--- config.mk ---
export PLATFORM = sky130hd
export DESIGN_NAME = master_out_port
export DESIGN_NICKNAME = d
export VERILOG_FILES = /design/src/rtl/bus_pkg.sv /design/src/rtl/piso_shift.sv /design/src/rtl/master_out_port.sv
export SDC_FILE = /design/constraint.sdc
export NUM_CORES = 1
export LEC_CHECK = 0
export ABC_CLOCK_PERIOD_IN_PS = 1650
export BUFFER_PORTS_ARGS = -buffer_cell sky130_fd_sc_hd__buf_2
export CORE_MARGIN = 5
export CORE_UTILIZATION = 50
export CTS_BUF_LIST = sky130_fd_sc_hd__clkbuf_16
export DETAILED_ROUTE_END_ITERATION = 7
export GPL_ROUTABILITY_DRIVEN = 1
export PLACE_DENSITY = 0.78
export SETUP_SLACK_MARGIN = 0.5
export SYNTH_ARGS = -nofsm -noshare
export SYNTH_HDL_FRONTEND = slang
export SYNTH_SLANG_ARGS = --single-unit
--- constraint.sdc ---
create_clock -name clk -period 1.65 [get_ports clk]
set_input_delay 0.165 -clock clk [delete_from_list [all_inputs] [get_ports clk]]
set_output_delay 0.165 -clock clk [all_outputs]
set_load 0.05 [all_outputs]
--- src/rtl/bus_pkg.sv ---
// bus_pkg: shared width defaults and FSM encoding for master_out_port.
package bus_pkg;
  localparam int DEF_ADDR_WIDTH  = 12;
  localparam int DEF_DATA_WIDTH  = 8;
  localparam int DEF_BURST_WIDTH = 13;
  localparam int ADDR_CYCLES     = 12;
  typedef enum logic [2:0] {
    IDLE, WAIT_HANDSHAKE, ADDR_SEND, BURST_GAP, DATA_SEND, DONE
  } state_t;
endpackage

--- src/rtl/piso_shift.sv ---
// piso_shift: parallel-load serial-out shifter, LSB first, zero fill.
module piso_shift #(
  parameter int WIDTH = 8
) (
  input  logic             clk,
  input  logic             reset,
  input  logic             load,
  input  logic             shift,
  input  logic [WIDTH-1:0] din,
  output logic             sout
);
  logic [WIDTH-1:0] r_sr;
  always_ff @(posedge clk or negedge reset)
    if (!reset) r_sr <= '0;
    else if (load) r_sr <= din;
    else if (shift) r_sr <= {1'b0, r_sr[WIDTH-1:1]};
  assign sout = r_sr[0];
endmodule

--- src/rtl/master_out_port.sv ---
// master_out_port: serial bus master sending address/burst/data fields LSB first.
// Multi-beat write bursts are enabled with `define MASTER_OUT_BURST_EN.
module master_out_port
  import bus_pkg::*;
#(
  parameter int ADDR_WIDTH  = DEF_ADDR_WIDTH,
  parameter int DATA_WIDTH  = DEF_DATA_WIDTH,
  parameter int BURST_WIDTH = DEF_BURST_WIDTH
) (
  input  logic                   clk,
  input  logic                   reset,
  input  logic                   start,
  input  logic                   mode,
  input  logic [ADDR_WIDTH-1:0]  in_address,
  input  logic [DATA_WIDTH-1:0]  in_data,
  input  logic [BURST_WIDTH-1:0] in_burst,
  input  logic                   slave_ready,
  output logic                   tx_address,
  output logic                   tx_data,
  output logic                   tx_burst,
  output logic                   master_valid,
  output logic                   read_en,
  output logic                   write_en,
  output logic                   data_req,
  output logic                   tx_busy,
  output logic                   tx_done
);
  state_t r_state, w_next;
  logic [3:0] r_cnt;
  logic r_mode;
  logic w_load, w_shift, w_more, w_active, w_burst_sout;
  logic [BURST_WIDTH-1:0] w_burst_din;
`ifdef MASTER_OUT_BURST_EN
  logic [BURST_WIDTH-1:0] r_beats;
  always_ff @(posedge clk or negedge reset)
    if (!reset) r_beats <= '0;
    else if (w_load) r_beats <= in_burst;
    else if (r_state == BURST_GAP) r_beats <= r_beats - BURST_WIDTH'(1);
  assign w_more      = |r_beats[BURST_WIDTH-1:1];
  assign w_burst_din = in_burst;
  assign tx_burst    = w_burst_sout;
  assign data_req    = r_state == BURST_GAP;
`else
  logic w_unused;
  assign w_unused    = ^{in_burst, w_burst_sout};
  assign w_more      = 1'b0;
  assign w_burst_din = '0;
  assign tx_burst    = 1'b0;
  assign data_req    = 1'b0;
`endif
  always_comb begin
    w_next = r_state;
    case (r_state)
      IDLE:           w_next = start ? WAIT_HANDSHAKE : IDLE;
      WAIT_HANDSHAKE: w_next = slave_ready ? ADDR_SEND : WAIT_HANDSHAKE;
      ADDR_SEND:      if (r_cnt == 4'(ADDR_CYCLES - 1)) w_next = (r_mode && w_more) ? BURST_GAP : DONE;
      BURST_GAP:      w_next = DATA_SEND;
      DATA_SEND:      if (r_cnt == 4'(DATA_WIDTH - 1)) w_next = w_more ? BURST_GAP : DONE;
      default:        w_next = IDLE;
    endcase
  end
  always_ff @(posedge clk or negedge reset)
    if (!reset) begin
      r_state <= IDLE;
      r_cnt   <= '0;
      r_mode  <= 1'b0;
    end else begin
      r_state <= w_next;
      r_cnt   <= (w_next == r_state && (r_state == ADDR_SEND || r_state == DATA_SEND)) ? r_cnt + 4'd1 : '0;
      if (w_load) r_mode <= mode;
    end
  assign w_load  = r_state == IDLE && start;
  assign w_shift = (r_state == WAIT_HANDSHAKE && slave_ready) || r_state == ADDR_SEND || r_state == DATA_SEND;
  piso_shift #(.WIDTH(ADDR_WIDTH)) u_addr (
    .clk(clk), .reset(reset), .load(w_load), .shift(w_shift),
    .din(in_address), .sout(tx_address)
  );
  // Read transactions load zeros so tx_data stays low for the whole transfer.
  piso_shift #(.WIDTH(DATA_WIDTH)) u_data (
    .clk(clk), .reset(reset), .load(w_load || r_state == BURST_GAP), .shift(w_shift),
    .din((mode || r_state == BURST_GAP) ? in_data : '0), .sout(tx_data)
  );
  piso_shift #(.WIDTH(BURST_WIDTH)) u_burst (
    .clk(clk), .reset(reset), .load(w_load), .shift(w_shift),
    .din(w_burst_din), .sout(w_burst_sout)
  );
  assign w_active     = r_state != IDLE && r_state != DONE;
  assign master_valid = r_state == WAIT_HANDSHAKE;
  assign read_en      = w_active && !r_mode;
  assign write_en     = w_active && r_mode;
  assign tx_busy      = r_state != IDLE;
  assign tx_done      = r_state == DONE;
endmodule

Word level (Yosys, flattened, before mapping)
Cells that the tools add are included.
- register bits: 28
- input port bits: 38
- output and inout port bits: 9
- word-level logic and storage cells: 42
- add/subtract/negate cells: 1
- equality and inequality tests: 9
- muxes and demuxes: 11
- reduce and logical (&&, ||, !) cells: 16
- operators with widths (cell ; count):
    $mux W12 ; 2
    $mux W8 ; 3
    $pmux W3 S5 ; 1
    $eq A3 B2 Y1 const B ; 2
    $eq A3 B3 Y1 const B ; 2
    $logic_and A1 B1 Y1 ; 6
    $mux W3 ; 2
    $logic_or A1 B1 Y1 ; 5
    $add A4 B1 Y4 const B ; 1
    $eq A4 B3 Y1 const B ; 1
    $eq A4 B4 Y1 const B ; 1
    $mux W4 ; 1
    $reduce_bool A2 Y1 ; 2
    $eq A3 B1 Y1 const B ; 1
    $eq A3 B3 Y1 ; 1
    $logic_not A3 Y1 ; 1
    $ne A3 B3 Y1 const B ; 1
    $reduce_bool A3 Y1 ; 1
    $mux W2 ; 1
    $logic_not A1 Y1 ; 1
    $mux W1 ; 1

Logic depth before layout (Yosys ltp)
- depth in word-level cells: 6
- mapped depth: 6
- gate-level depth less buffers: 5

Cells and area by module
Synthesis repeated with hierarchy kept, for this count alone.
- cells, all modules: 152
- area, all modules: 1501.4 sq um
- by module, submodules not included (module ; instances ; cells an instance ; area an instance (sq um) ; sequential area each (sq um)):
    master_out_port ; 1 ; 67 ; 585.6 ; 200.2
    piso_shift (u_addr) ; 1 ; 51 ; 546.8 ; 300.3
    piso_shift (u_data) ; 1 ; 34 ; 369.1 ; 200.2

Least setup slack after synthesis
No wires, ideal clock.
- kind: register to output
- start: reg r_state[0]
- end: out write_en
- arrival time: 2.167 ns
- data required time: 1.485 ns
- slack: -0.682 ns
- stages on the path, launching flop included: 4
- buffers on the path: 1
- path through: dfrtp_1 > buf_2 > and2_1 > nor3b_1
- cells in the longest elaborated chain, start to end: 3
- elaborated cells on any way between the ends: 4
- classes of those cells: eq/ne (1); reduce/logical (3)
- ends and longest elaborated chain (item ; RTL line ; RTL):
    start: declaration ; master_out_port.sv:28 ; state_t r_state, w_next;
    start signal: assignment ; master_out_port.sv:68 ; r_state <= w_next;
    $ne A3 B3 Y1 or $reduce_bool A3 Y1 (tied branches) ; master_out_port.sv:87 ; assign w_active = r_state != IDLE && r_state != DONE;
    $logic_and A1 B1 Y1 (*) ; master_out_port.sv:87 ;
    $logic_and A1 B1 Y1 (*) ; master_out_port.sv:90 ; assign write_en = w_active && r_mode;
    end: declaration ; master_out_port.sv:23 ; output logic write_en,
Mark *: on every way between the ends. The rest lies on a longest branch, timed or not.

Final worst setup path
- start: reg r_state[1]
- end: out write_en
The elaborated chain is that of the path after synthesis.

==> reports/summary.txt <==
Std cell rows -> 20
R2R Setup Slk -> 0.02 ns
Crit start category -> flip-flop
# diodes -> 0
Hold Crit Depth -> 3
R2R Path End -> u_data.r_sr[0]
Die Y -> 64.87 um
Reg2reg start -> r_state[1]
Avg Inst Size Synth -> 9.838 um2
Antenna violations before repair -> 0
Area share of the largest cell type after synthesis -> 0.4655
Design Area, Final -> 2293 um2
Worst path cell trace -> buf_6 > nor2b_4 > and2_4 > nor3b_4 > buf_6
Hold slack -> 0.1087 ns
Vias in the first global route -> 1372
Cells after Synth -> 153
Fin crit period -> 1.642 ns
Fin. max-slew vios -> 0
Switching share of power -> 0.4103
CTS H-tree depth -> 1
Most frequent cells in the layout -> buf_2, dfrtp_1, buf_4
Die width -> 64.87 um
Synth Register Bits -> 28
Final core occ -> 0.7702
Crit Path Class -> reg2out
Worst-path fanout max -> 6
Share of cells above drive strength 1 -> 0.4747
Commonest non-fill, non-tap cell in the layout -> buf_2
Final Hold Vio Count -> 0
Average wire per standard cell -> 16.70 um
Root buffer cell -> clkbuf_16
Yosys top cell by area -> dfrtp_1
CP max-delay cell -> dfrtp_2
Int Power -> 2.713 mW
Worst-skew pair later-pin latency -> 0.26 ns
WP data required -> 1.48 ns
Total gr overflow -> 0
Total Wirelength -> 4.176 mm
Clock power frac -> 0.120
CTS tree -> done
First-pass GRT wire length -> 6.403 mm
Die area -> 4207 um2
Hold path startpoint -> in_data[1]
Critical path's most frequent cell -> buf_6
DRC viols -> 0
WHS Endpoint -> u_data.r_sr[1]
Sink Count -> 28
Synthesis Warnings -> 0
Max incr delay on CP -> 0.42 ns
Outcome -> finished, final reports clean
Setup TNS after final layout -> 0 ns
Pwr/cell area -> 2006 nW/um2
CTS clk-pin slew, worst paths -> 0.07 ns
Mapped Area -> 1505 um2
Vias post-DR -> 1408
Synth unique cells -> 41
Clock Skews -> 0.008046 ns
Sequential Power Share -> 0.267
Arrival time at the worst endpoint -> 1.48 ns
Clock buffer depth -> 2
Largest cells by area after synthesis -> dfrtp_1, mux2i_1, a21oi_1, nor2_1, nand2_1
Placed cell area -> 1779 um2
LEAKAGE -> 1.038 nW
Initial DRC Count -> 89
Boundary pin count -> 47
Clock buffer count from CTS -> 3
Post-synthesis sequential area ratio -> 0.4655
Critical Path End Type -> primary output
Number of port buffers -> 31
Max Freq -> 609.0 MHz
Cell family with most CP delay -> simple AND/OR/NAND/NOR gates
Antenna Nets Post-Route -> 0
Sw Pwr -> 1.888 mW
CP startpoint -> r_state[1]
Maximum number of pins on one net before global-route repair -> 29
Area grow syn2layout -> 52.37%
CORE AREA -> 2978 um2
Max cap viols -> 0
Worst VDD drop -> 1130 uV
Combinational fraction of design power -> 0.613
Final Wtd Congestion -> 0.8179
Final setup violation count -> 0
Worst slew pin tran -> 0.6129 ns
Nets -> 257
DRT Pass-1 Iters -> 4
Slew HR -> 0.5914
Initial Util -> 0.5055
Final period utilization -> 0.9952
Class of the worst hold path -> in2reg
Worst path bufs/invs -> 2
Worst R2R Path Depth -> 4
RSZ-0062 raised after global routing -> true
DP Wirelength -> 2.366 mm
Vias per std cell -> 5.632
GRT Total Usage -> 0.1979
worst min-delay path: stages:
cell	delay, ns
buf_2	0.07
nand2_1	0.04
o21ai_1	0.06
power groups by stage:
stage	registers [mW]	logic [mW]	clock network, mW
2_1_floorplan	1.24	1.51	0
3_3_place_gp	1.20	1.90	0
3_5_place_dp	1.23	1.97	0
4_1_cts	1.20	2.55	0.555
5_1_grt	1.27	3.01	0.597
6_report	1.23	2.82	0.554
how the worst max path moves through the flow:
stage,to,depth (start not counted)
2_1_floorplan,u_data.r_sr[0],5
3_3_place_gp,u_data.r_sr[4],5
3_5_place_dp,u_data.r_sr[4],5
4_1_cts,u_data.r_sr[3],4
5_1_grt,write_en,5
6_report,write_en,5
cell usage after synthesis:
| master | instances |
|---|---|
| nor3_1 | 2 |
| or3b_1 | 1 |
| a2111o_1 | 1 |
| or4b_1 | 1 |
| nor3_2 | 1 |
| nand2_1 | 11 |
| conb_1 | 1 |
| and2_1 | 2 |
| nand3b_1 | 1 |
| nand2b_1 | 2 |
| o41ai_1 | 1 |
| a31oi_4 | 1 |
| a22oi_1 | 4 |
| nor4bb_1 | 1 |
| a21oi_1 | 15 |
| o21ai_0 | 5 |
| a31o_1 | 1 |
| a31oi_1 | 4 |
| buf_6 | 1 |
| ha_1 | 1 |
| nor2b_1 | 2 |
| nand4bb_1 | 1 |
| or3b_2 | 1 |
| buf_4 | 3 |
| nor3b_1 | 1 |
| nor2_1 | 19 |
| and3_1 | 1 |
| and2_4 | 1 |
| o21a_1 | 2 |
| nand4_2 | 1 |
| dfrtp_1 | 28 |
| nand3b_4 | 1 |
| buf_2 | 4 |
| buf_8 | 1 |
| mux2i_1 | 11 |
| a21oi_4 | 1 |
| o22ai_1 | 2 |
| xnor2_1 | 2 |
| o21ai_1 | 4 |
| inv_1 | 7 |
| nand3_1 | 3 |
sequential cells by signal, summed over array words and instances, names as in the netlist:
register	flops
r_cnt	4
r_state	3
u_addr.r_sr	12
u_data.r_sr	8
r_mode	1
cell families after synthesis:
| kind of cell | Yosys count | share of synthesized area |
|---|---|---|
| xor gates and xnor gates | 2 | 0.01164 |
| adders and majority gates | 1 | 0.008311 |
| other | 1 | 0.002491 |
| buffers and inverters | 16 | 0.06317 |
| and+or+nand+nor | 53 | 0.1970 |
| AOI/OAI and AO/OA | 41 | 0.1787 |
| DFF | 28 | 0.4655 |
| muxes | 11 | 0.07315 |
through the flow:
step,worst slack [ns],std cells,power (mW)
after floorplan,0.1294,154,2.750
after global placement,0.07352,219,3.108
after detailed placement,0.002579,219,3.200
after CTS,0.03502,240,4.308
after global routing,-0.06100,250,4.878
final,0.007858,250,4.600
routing by layer:
| metal | vias up | GRT usage | wire length [um] |
|---|---|---|---|
| li1 | 670 | - | - |
| met1 | 671 | 0.2238 | 1646 |
| met2 | 56 | 0.3742 | 2229 |
| met3 | 11 | 0.03640 | 198 |
| met4 | 0 | 0.05541 | 102 |
| met5 | - | 0 | 0 |
cell type report:
| class | count | area, um2 |
|---|---|---|
| fill | 188 | 684.4 |
| tap | 33 | 41.29 |
| multi-input combinational | 111 | 897.1 |
| sequential | 28 | 705.7 |
| timing repair buffer | 67 | 541.8 |
| inverter | 7 | 28.78 |
| clock buffer | 3 | 75.07 |
| clock inverter | 1 | 3.754 |
timing repair:
action                                 CTS  global route
pin swaps                               24            10
gates resized for setup                 39            18
buffers inserted                        14            10
gates cloned                             2             0
hold buffers                             1             0
endpoints found under the hold margin   28             0
setup endpoints to repair               33            33
Note: power is estimated with default switching activity, not from simulation.
